$ cat config.mk
export PLATFORM = sky130hd
export DESIGN_NAME = link_arbiter
export DESIGN_NICKNAME = d
export VERILOG_FILES = /design/src/rtl/link_arbiter_pkg.sv /design/src/rtl/link_arbiter_rr_picker.sv /design/src/rtl/link_arbiter.sv
export SDC_FILE = /design/constraint.sdc
export NUM_CORES = 1
export LEC_CHECK = 0
export CAP_MARGIN = 15
export CORE_MARGIN = 5
export CORE_UTILIZATION = 30
export DETAILED_ROUTE_END_ITERATION = 16
export DONT_BUFFER_PORTS = 1
export GPL_ROUTABILITY_DRIVEN = 0
export GPL_TIMING_DRIVEN = 0
export RECOVER_POWER = 25
export SLEW_MARGIN = 20
export SYNTH_ARGS = -nofsm -noshare
export SYNTH_HDL_FRONTEND = slang
export SYNTH_SLANG_ARGS = --single-unit
export TNS_END_PERCENT = 10
$ cat constraint.sdc
create_clock -name clk -period 1.8 [get_ports clk]
set_clock_uncertainty 0.2 [all_clocks]
set_input_delay 0.36 -clock clk [delete_from_list [all_inputs] [get_ports clk]]
set_output_delay 0.36 -clock clk [all_outputs]
set_load 0.01 [all_outputs]
$ cat src/rtl/link_arbiter_pkg.sv
// Shared types and constants for the link arbiter and its helpers.
package link_arbiter_pkg;

  // Arbiter control states.
  typedef enum logic [1:0] {
    IDLE  = 2'd0,
    GRANT = 2'd1,
    SEND  = 2'd2,
    GAP   = 2'd3
  } arb_state_t;

  // Frame layout: payload first (bit 0 is the first payload bit), CRC last.
  localparam int PAYLOAD_W   = 50;
  localparam int CRC_W       = 16;
  localparam int FRAME_W_DEF = PAYLOAD_W + CRC_W;

  // Largest supported sender count.
  localparam int MAX_SENDERS = 8;

  // Width of a sender index; a single sender still gets a 1-bit index.
  function automatic int idx_w(input int n);
    return (n > 1) ? $clog2(n) : 1;
  endfunction

  localparam int MAX_IDX_W = idx_w(MAX_SENDERS);

endpackage

$ cat src/rtl/link_arbiter_rr_picker.sv
// Combinational round-robin picker: first requester at or after rr_ptr,
// wrapping modulo N_SENDERS.
module rr_picker
  import link_arbiter_pkg::*;
#(
  parameter int N_SENDERS = 2,
  parameter int IDX_W     = idx_w(N_SENDERS)
) (
  input  logic [N_SENDERS-1:0] rts,
  input  logic [IDX_W-1:0]     rr_ptr,
  output logic [IDX_W-1:0]     grant_idx,
  output logic                 any_req
);

  logic [IDX_W-1:0]     cand_idx [N_SENDERS];
  logic [N_SENDERS-1:0] cand_req;

  genvar gi;
  generate
    for (gi = 0; gi < N_SENDERS; gi++) begin : g_cand
      logic [IDX_W:0] sum;
      // Sender reached by stepping gi places past rr_ptr, wrapped into range.
      assign sum          = {1'b0, rr_ptr} + (IDX_W+1)'(gi);
      assign cand_idx[gi] = (sum >= (IDX_W+1)'(N_SENDERS))
                            ? IDX_W'(sum - (IDX_W+1)'(N_SENDERS))
                            : sum[IDX_W-1:0];
      assign cand_req[gi] = rts[cand_idx[gi]];
    end
  endgenerate

  // Smallest offset from rr_ptr with an active request wins.
  always_comb begin
    grant_idx = '0;
    any_req   = 1'b0;
    for (int i = N_SENDERS - 1; i >= 0; i--) begin
      if (cand_req[i]) begin
        grant_idx = cand_idx[i];
        any_req   = 1'b1;
      end
    end
  end

endmodule

$ cat src/rtl/link_arbiter.sv
// Shares one receiver link between several RTS/CTS senders: grants one
// sender at a time round-robin, captures its frame when RTS falls, and
// presents it to the receiver with NAK-driven resends up to a retry limit.
module link_arbiter
  import link_arbiter_pkg::*;
#(
  parameter  int N_SENDERS     = 2,
  parameter  int FRAME_W       = FRAME_W_DEF,
  parameter  int MAX_RETRY     = 3,
  parameter  int GRANT_TIMEOUT = 255,
  localparam int IDX_W         = idx_w(N_SENDERS)
) (
  input  logic                       clk,
  input  logic                       rst_n,
  input  logic [N_SENDERS-1:0]       rts,
  output logic [N_SENDERS-1:0]       cts,
  input  logic [0:N_SENDERS*FRAME_W-1] frame_in,
  output logic [0:FRAME_W-1]         frame_out,
  output logic                       frame_valid,
  output logic [IDX_W-1:0]           frame_src,
  input  logic                       rx_ack,
  input  logic                       rx_nak,
  output logic                       drop_err,
  output logic                       timeout_err,
  output logic                       busy
);

  localparam int RETRY_W = (MAX_RETRY > 0) ? $clog2(MAX_RETRY + 1) : 1;
  localparam int TIMER_W = (GRANT_TIMEOUT > 0) ? $clog2(GRANT_TIMEOUT + 1) : 1;

  localparam logic [RETRY_W-1:0] RETRY_LIMIT = RETRY_W'(MAX_RETRY);
  localparam logic [TIMER_W-1:0] TIMER_LIMIT = TIMER_W'(GRANT_TIMEOUT);
  localparam logic [IDX_W-1:0]   LAST_IDX    = IDX_W'(N_SENDERS - 1);

  arb_state_t           state_reg,   state_next;
  logic [N_SENDERS-1:0] cts_reg,     cts_next;
  logic [0:FRAME_W-1]   frame_reg,   frame_next;
  logic                 valid_reg,   valid_next;
  logic [IDX_W-1:0]     src_reg,     src_next;
  logic [IDX_W-1:0]     rr_ptr_reg,  rr_ptr_next;
  logic [RETRY_W-1:0]   retry_reg,   retry_next;
  logic [TIMER_W-1:0]   timer_reg,   timer_next;
  logic                 drop_reg,    drop_next;
  logic                 timeout_reg, timeout_next;

  logic [IDX_W-1:0]     grant_idx;
  logic                 any_req;

  // Per-sender view of the flat frame bus.
  logic [0:FRAME_W-1]   sender_frame [N_SENDERS];

  genvar gi;
  generate
    for (gi = 0; gi < N_SENDERS; gi++) begin : g_slice
      assign sender_frame[gi] = frame_in[gi*FRAME_W +: FRAME_W];
    end
  endgenerate

  rr_picker #(
    .N_SENDERS (N_SENDERS),
    .IDX_W     (IDX_W)
  ) u_picker (
    .rts       (rts),
    .rr_ptr    (rr_ptr_reg),
    .grant_idx (grant_idx),
    .any_req   (any_req)
  );

  // State and datapath registers; reset discards any held frame at once.
  always_ff @(posedge clk or negedge rst_n) begin
    if (!rst_n) begin
      state_reg   <= IDLE;
      cts_reg     <= '0;
      frame_reg   <= '0;
      valid_reg   <= 1'b0;
      src_reg     <= '0;
      rr_ptr_reg  <= '0;
      retry_reg   <= '0;
      timer_reg   <= '0;
      drop_reg    <= 1'b0;
      timeout_reg <= 1'b0;
    end else begin
      state_reg   <= state_next;
      cts_reg     <= cts_next;
      frame_reg   <= frame_next;
      valid_reg   <= valid_next;
      src_reg     <= src_next;
      rr_ptr_reg  <= rr_ptr_next;
      retry_reg   <= retry_next;
      timer_reg   <= timer_next;
      drop_reg    <= drop_next;
      timeout_reg <= timeout_next;
    end
  end

  // Next-state and next-output logic; error flags are single-cycle pulses.
  always_comb begin
    state_next   = state_reg;
    cts_next     = cts_reg;
    frame_next   = frame_reg;
    valid_next   = valid_reg;
    src_next     = src_reg;
    rr_ptr_next  = rr_ptr_reg;
    retry_next   = retry_reg;
    timer_next   = timer_reg;
    drop_next    = 1'b0;
    timeout_next = 1'b0;

    case (state_reg)
      IDLE: begin
        // Grant is issued from IDLE only, so CTS is always low for at
        // least one cycle between two grants.
        if (any_req) begin
          cts_next            = '0;
          cts_next[grant_idx] = 1'b1;
          src_next            = grant_idx;
          rr_ptr_next         = (grant_idx == LAST_IDX) ? '0 : grant_idx + 1'b1;
          timer_next          = '0;
          state_next          = GRANT;
        end
      end

      GRANT: begin
        // A falling RTS takes priority over a timeout on the same edge.
        if (!rts[src_reg]) begin
          frame_next = sender_frame[src_reg];
          cts_next   = '0;
          valid_next = 1'b1;
          retry_next = '0;
          state_next = SEND;
        end else if (timer_reg == TIMER_LIMIT) begin
          cts_next     = '0;
          timeout_next = 1'b1;
          state_next   = IDLE;
        end else begin
          timer_next = timer_reg + 1'b1;
        end
      end

      SEND: begin
        // ACK wins over a simultaneous NAK.
        if (rx_ack) begin
          valid_next = 1'b0;
          state_next = IDLE;
        end else if (rx_nak) begin
          valid_next = 1'b0;
          if (retry_reg < RETRY_LIMIT) begin
            retry_next = retry_reg + 1'b1;
            state_next = GAP;
          end else begin
            drop_next  = 1'b1;
            state_next = IDLE;
          end
        end
      end

      GAP: begin
        // One idle cycle, then resend the unchanged frame.
        valid_next = 1'b1;
        state_next = SEND;
      end

      default: begin
        state_next = IDLE;
        cts_next   = '0;
        valid_next = 1'b0;
      end
    endcase
  end

  assign cts         = cts_reg;
  assign frame_out   = frame_reg;
  assign frame_valid = valid_reg;
  assign drop_err    = drop_reg;
  assign timeout_err = timeout_reg;
  assign busy        = (state_reg != IDLE);

  // A lone sender always owns the link.
  generate
    if (N_SENDERS == 1) begin : g_src_single
      assign frame_src = '0;
    end else begin : g_src_multi
      assign frame_src = src_reg;
    end
  endgenerate

endmodule

==> results.toml <==
[global_routing]
grtUsageTotal = 0.139
grt_pass1_wl_um = 17700
top_usage_layer = "met2"
grt_util_met2 = 0.241
grt_max_degree = 86
grt_pass1_vias = 3208
antenna_found_initial = 0
use_met1 = 0.163
grt_util_met3 = 0.0478
gr-total-overflow = 0

[setup_path]
cp_top_family = "flip-flops"
path_buf_inv = 2
crit_path_max_incr_delay_ns = 0.42
cpMostUsedCell = "buf_6"
worst_ep_required_time_ns = 1.82
worstSetupEndpointType = "flop"
slowest_stage = "dfrtp_1"
critPathKind = "flop to flop"
critPathMaxFanout = 8
critPathArrivalTime_ns = 1.93
crit_path_start_kind = "flop"
path_cells = "buf_6, mux2_4, o211a_4, buf_6, and3_4, a221o_1"

[detailed_routing]
drtPass1Iterations = 4
wire_per_inst_um = 19.2
totalWireLength_um = 11500
drc_errors = 0
vias = 3041
first_iter_violations = 113
post_drt_via_cell_ratio = 5.10
drtAntennaViolNets = 0

[sta]
finalCriticalPeriod_ns = 1.92
final_max_slew_viol_count = 0
relSlewSlack = 0.521
timing.hold.ws_ns = -0.488
setup_ws_ns = -0.116
max_freq_mhz = 522
rsz0062_at_grt = "yes"
max_slew.worst_pin.slew_ns = 0.719
period_share = 1.06
finalHoldViolations = 85
setup_viol = 16

[place]
hpwl_um = 8630
portBuffers = 0
dpl_cell_area_um2 = 4260

[floorplanning]
core_area_um2 = 13200
die_h_um = 126
dieArea_um2 = 15900
die_x_um = 126
num_io_pins = 211
start_util = 0.306
num_rows = 42

[synthesis]
synth_seq_cells = 85
synth_top_family_by_area = "multiplexers"
syn_area_um2 = 4040
synth_warnings = 0
yosysSeqAreaShare = 0.527
muxShareOfSynthArea = 0.180
synth_nets = 531
synth_xor_area_frac = 0.00434
yosys.cell_types.count = 44
synth_compound_gate_area_share = 0.135
yosys.area_share.simple = 0.110
synthAdderAreaFrac = 0.00620
synth_cells = 391
syn_area_per_cell_um2 = 10.3

[worst_hold_path]
hold_class = "input pin to asynchronous set/reset pin"

[clock_network]
path_clk_slew_ns = 0.07
clock_sinks = 85
cts_hold_buf = 3
clock_path_buffers = 2
clk_latency_ns = 0.34
cts_tree = "done"
cts-buffers-inserted = 9
cts.htree.levels = 3
clockRootBuffer = "clkbuf_16"

[outcome]
violations = "negative hold slack, negative setup slack"
status = "finished with violations"

[finish]
final_area_um2 = 4970
nets = 555
largest_register_ffs = 66
areaGrowthSynthToFinish_pct = 23.2
drive_above_1_share = 0.186
antenna_cells = 0

[power]
peakVddDrop_mv = 0.585
cellLeakagePower_nw = 2.29
powerDensity_nw_per_um2 = 1840
power_w = 0.00916

[job]
cap_violations = 0
==> routing by layer <==
layer,vias to the layer above,part of all wire
li1,1421,-
met1,1476,0.40
met2,134,0.51
met3,10,0.079
met4,0,0.012
met5,-,0
==> metrics by stage <==
stage                util  instances  setup TNS [ns]  hold slack (ns)  setup slack, ns
global route        0.377        596           -4.64           -0.509           -0.168
detailed placement  0.323        567          -33.66           -0.134           -0.552
CTS                 0.363        591           -2.25           -0.504           -0.140
floorplan               -        391         -0.0307           -0.136          -0.0307
finish              0.377        596          -0.706           -0.488           -0.116
global placement    0.323        567          -31.61           -0.133           -0.529
==> cell usage after synthesis <==
| cell type | instances | area share |
|---|---|---|
| o32a_1 | 1 | 0.0025 |
| or2_2 | 1 | 0.0016 |
| and3b_1 | 1 | 0.0022 |
| mux2_4 | 1 | 0.0037 |
| dfrtp_1 | 85 | 0.53 |
| nor3b_1 | 1 | 0.0019 |
| mux2_2 | 1 | 0.0028 |
| or2_0 | 1 | 0.0016 |
| nand2_2 | 1 | 0.0016 |
| ha_1 | 2 | 0.0062 |
| clkbuf_1 | 11 | 0.010 |
| nor3_1 | 1 | 0.0012 |
| a21o_1 | 1 | 0.0019 |
| o2bb2ai_1 | 1 | 0.0022 |
| mux2i_1 | 70 | 0.17 |
| a32o_1 | 1 | 0.0025 |
| buf_6 | 2 | 0.0056 |
| o21ai_1 | 4 | 0.0050 |
| a221o_1 | 2 | 0.0050 |
| buf_2 | 14 | 0.017 |
| nand3_2 | 1 | 0.0025 |
| nand2b_1 | 2 | 0.0031 |
| nor2b_1 | 2 | 0.0031 |
| o21ai_0 | 69 | 0.086 |
| o22ai_1 | 1 | 0.0016 |
| o211a_2 | 1 | 0.0025 |
| nand2_1 | 71 | 0.066 |
| nand4_1 | 2 | 0.0031 |
| nor2_1 | 9 | 0.0084 |
| a31oi_1 | 2 | 0.0031 |
| inv_1 | 5 | 0.0047 |
| and2_1 | 1 | 0.0016 |
| xnor2_1 | 2 | 0.0043 |
| o221ai_1 | 1 | 0.0022 |
| a32oi_1 | 2 | 0.0043 |
| nor4_1 | 2 | 0.0031 |
| nand3b_1 | 1 | 0.0019 |
| a21boi_1 | 1 | 0.0019 |
| a21oi_1 | 5 | 0.0062 |
| and3_1 | 1 | 0.0016 |
| o21bai_1 | 1 | 0.0019 |
| or4_1 | 1 | 0.0019 |
| nand3_1 | 3 | 0.0037 |
| a22o_1 | 3 | 0.0065 |
==> timing repair <==
| item | in CTS | in global routing |
|---|---|---|
| gates resized for setup | 60 | 65 |
| pin swaps | 4 | 3 |
| hold endpoints to repair | 87 | 85 |
| setup endpoints to repair | 73 | 77 |
| gates cloned | 0 | 2 |
| buffers inserted | 5 | 3 |
==> cell usage in the layout, fill, tap and decap left out, types with 3 or more instances in the layout <==
cell type      instances
a21oi_1                5
a22o_1                 3
buf_12                 4
buf_4                 10
buf_6                  7
clkbuf_1               5
clkbuf_16             11
clkbuf_2               5
dfrtp_1               83
dlygate4sd3_1          3
inv_1                  5
mux2i_1               69
nand2_1               59
nand2_2               11
nand3_1                3
nor2_1                 9
o21ai_0               19
o21ai_1               49
o21ai_2                5
==> worst register-to-register path, stage by stage (launching register included) <==
cell,delay (ns)
dfrtp_1,0.42
buf_6,0.18
mux2_4,0.32
o211a_4,0.15
buf_6,0.13
and3_4,0.16
a221o_1,0.25
==> area by class of cell <==
cell class	instances	area [um^2]
plain buffers	27	251
clock buffers	13	260
clock inverters	3	67.6
fillers	1318	8220
inverters	5	18.8
multi-input cells	274	1870
flip-flops and latches	85	2130
well taps	176	220
repair buffers	13	153
==> cells by family after synthesis <==
logic type,after synthesis
AND/OR/NAND/NOR,102
adder cells (fa/ha/maj),2
XOR/XNOR,2
buffers and inverters,32
flip-flops,85
AO/OA/AOI/OAI,96
multiplexers,72
==> path summary, 6_finish.rpt <==
path                       cells past startpoint             to  slack (ns)         from
setup / recovery                               6   timer_reg[5]       -0.12    frame_src
hold / removal                                 0   retry_reg[1]       -0.49        rst_n
setup reg to reg                               6   timer_reg[5]       -0.12    frame_src
hold reg to reg                                1     rr_ptr_reg        0.33   rr_ptr_reg
max in group asynchronous                      0  frame_out[42]        1.72        rst_n
min in group clk                               2   frame_out[9]        0.01  frame_in[9]
==> where the power goes <==
part	total [W]	leakage (nW)	internal [W]	switching [W]
sequential	0.00381	1.07	0.00274	0.00107
combinational	0.00333	1.06	0.00158	0.00175
clock	0.00203	0.156	0.00129	0.000735
total	0.00916	2.29	0.00561	0.00355
Note: power is estimated with default switching activity, not from simulation.
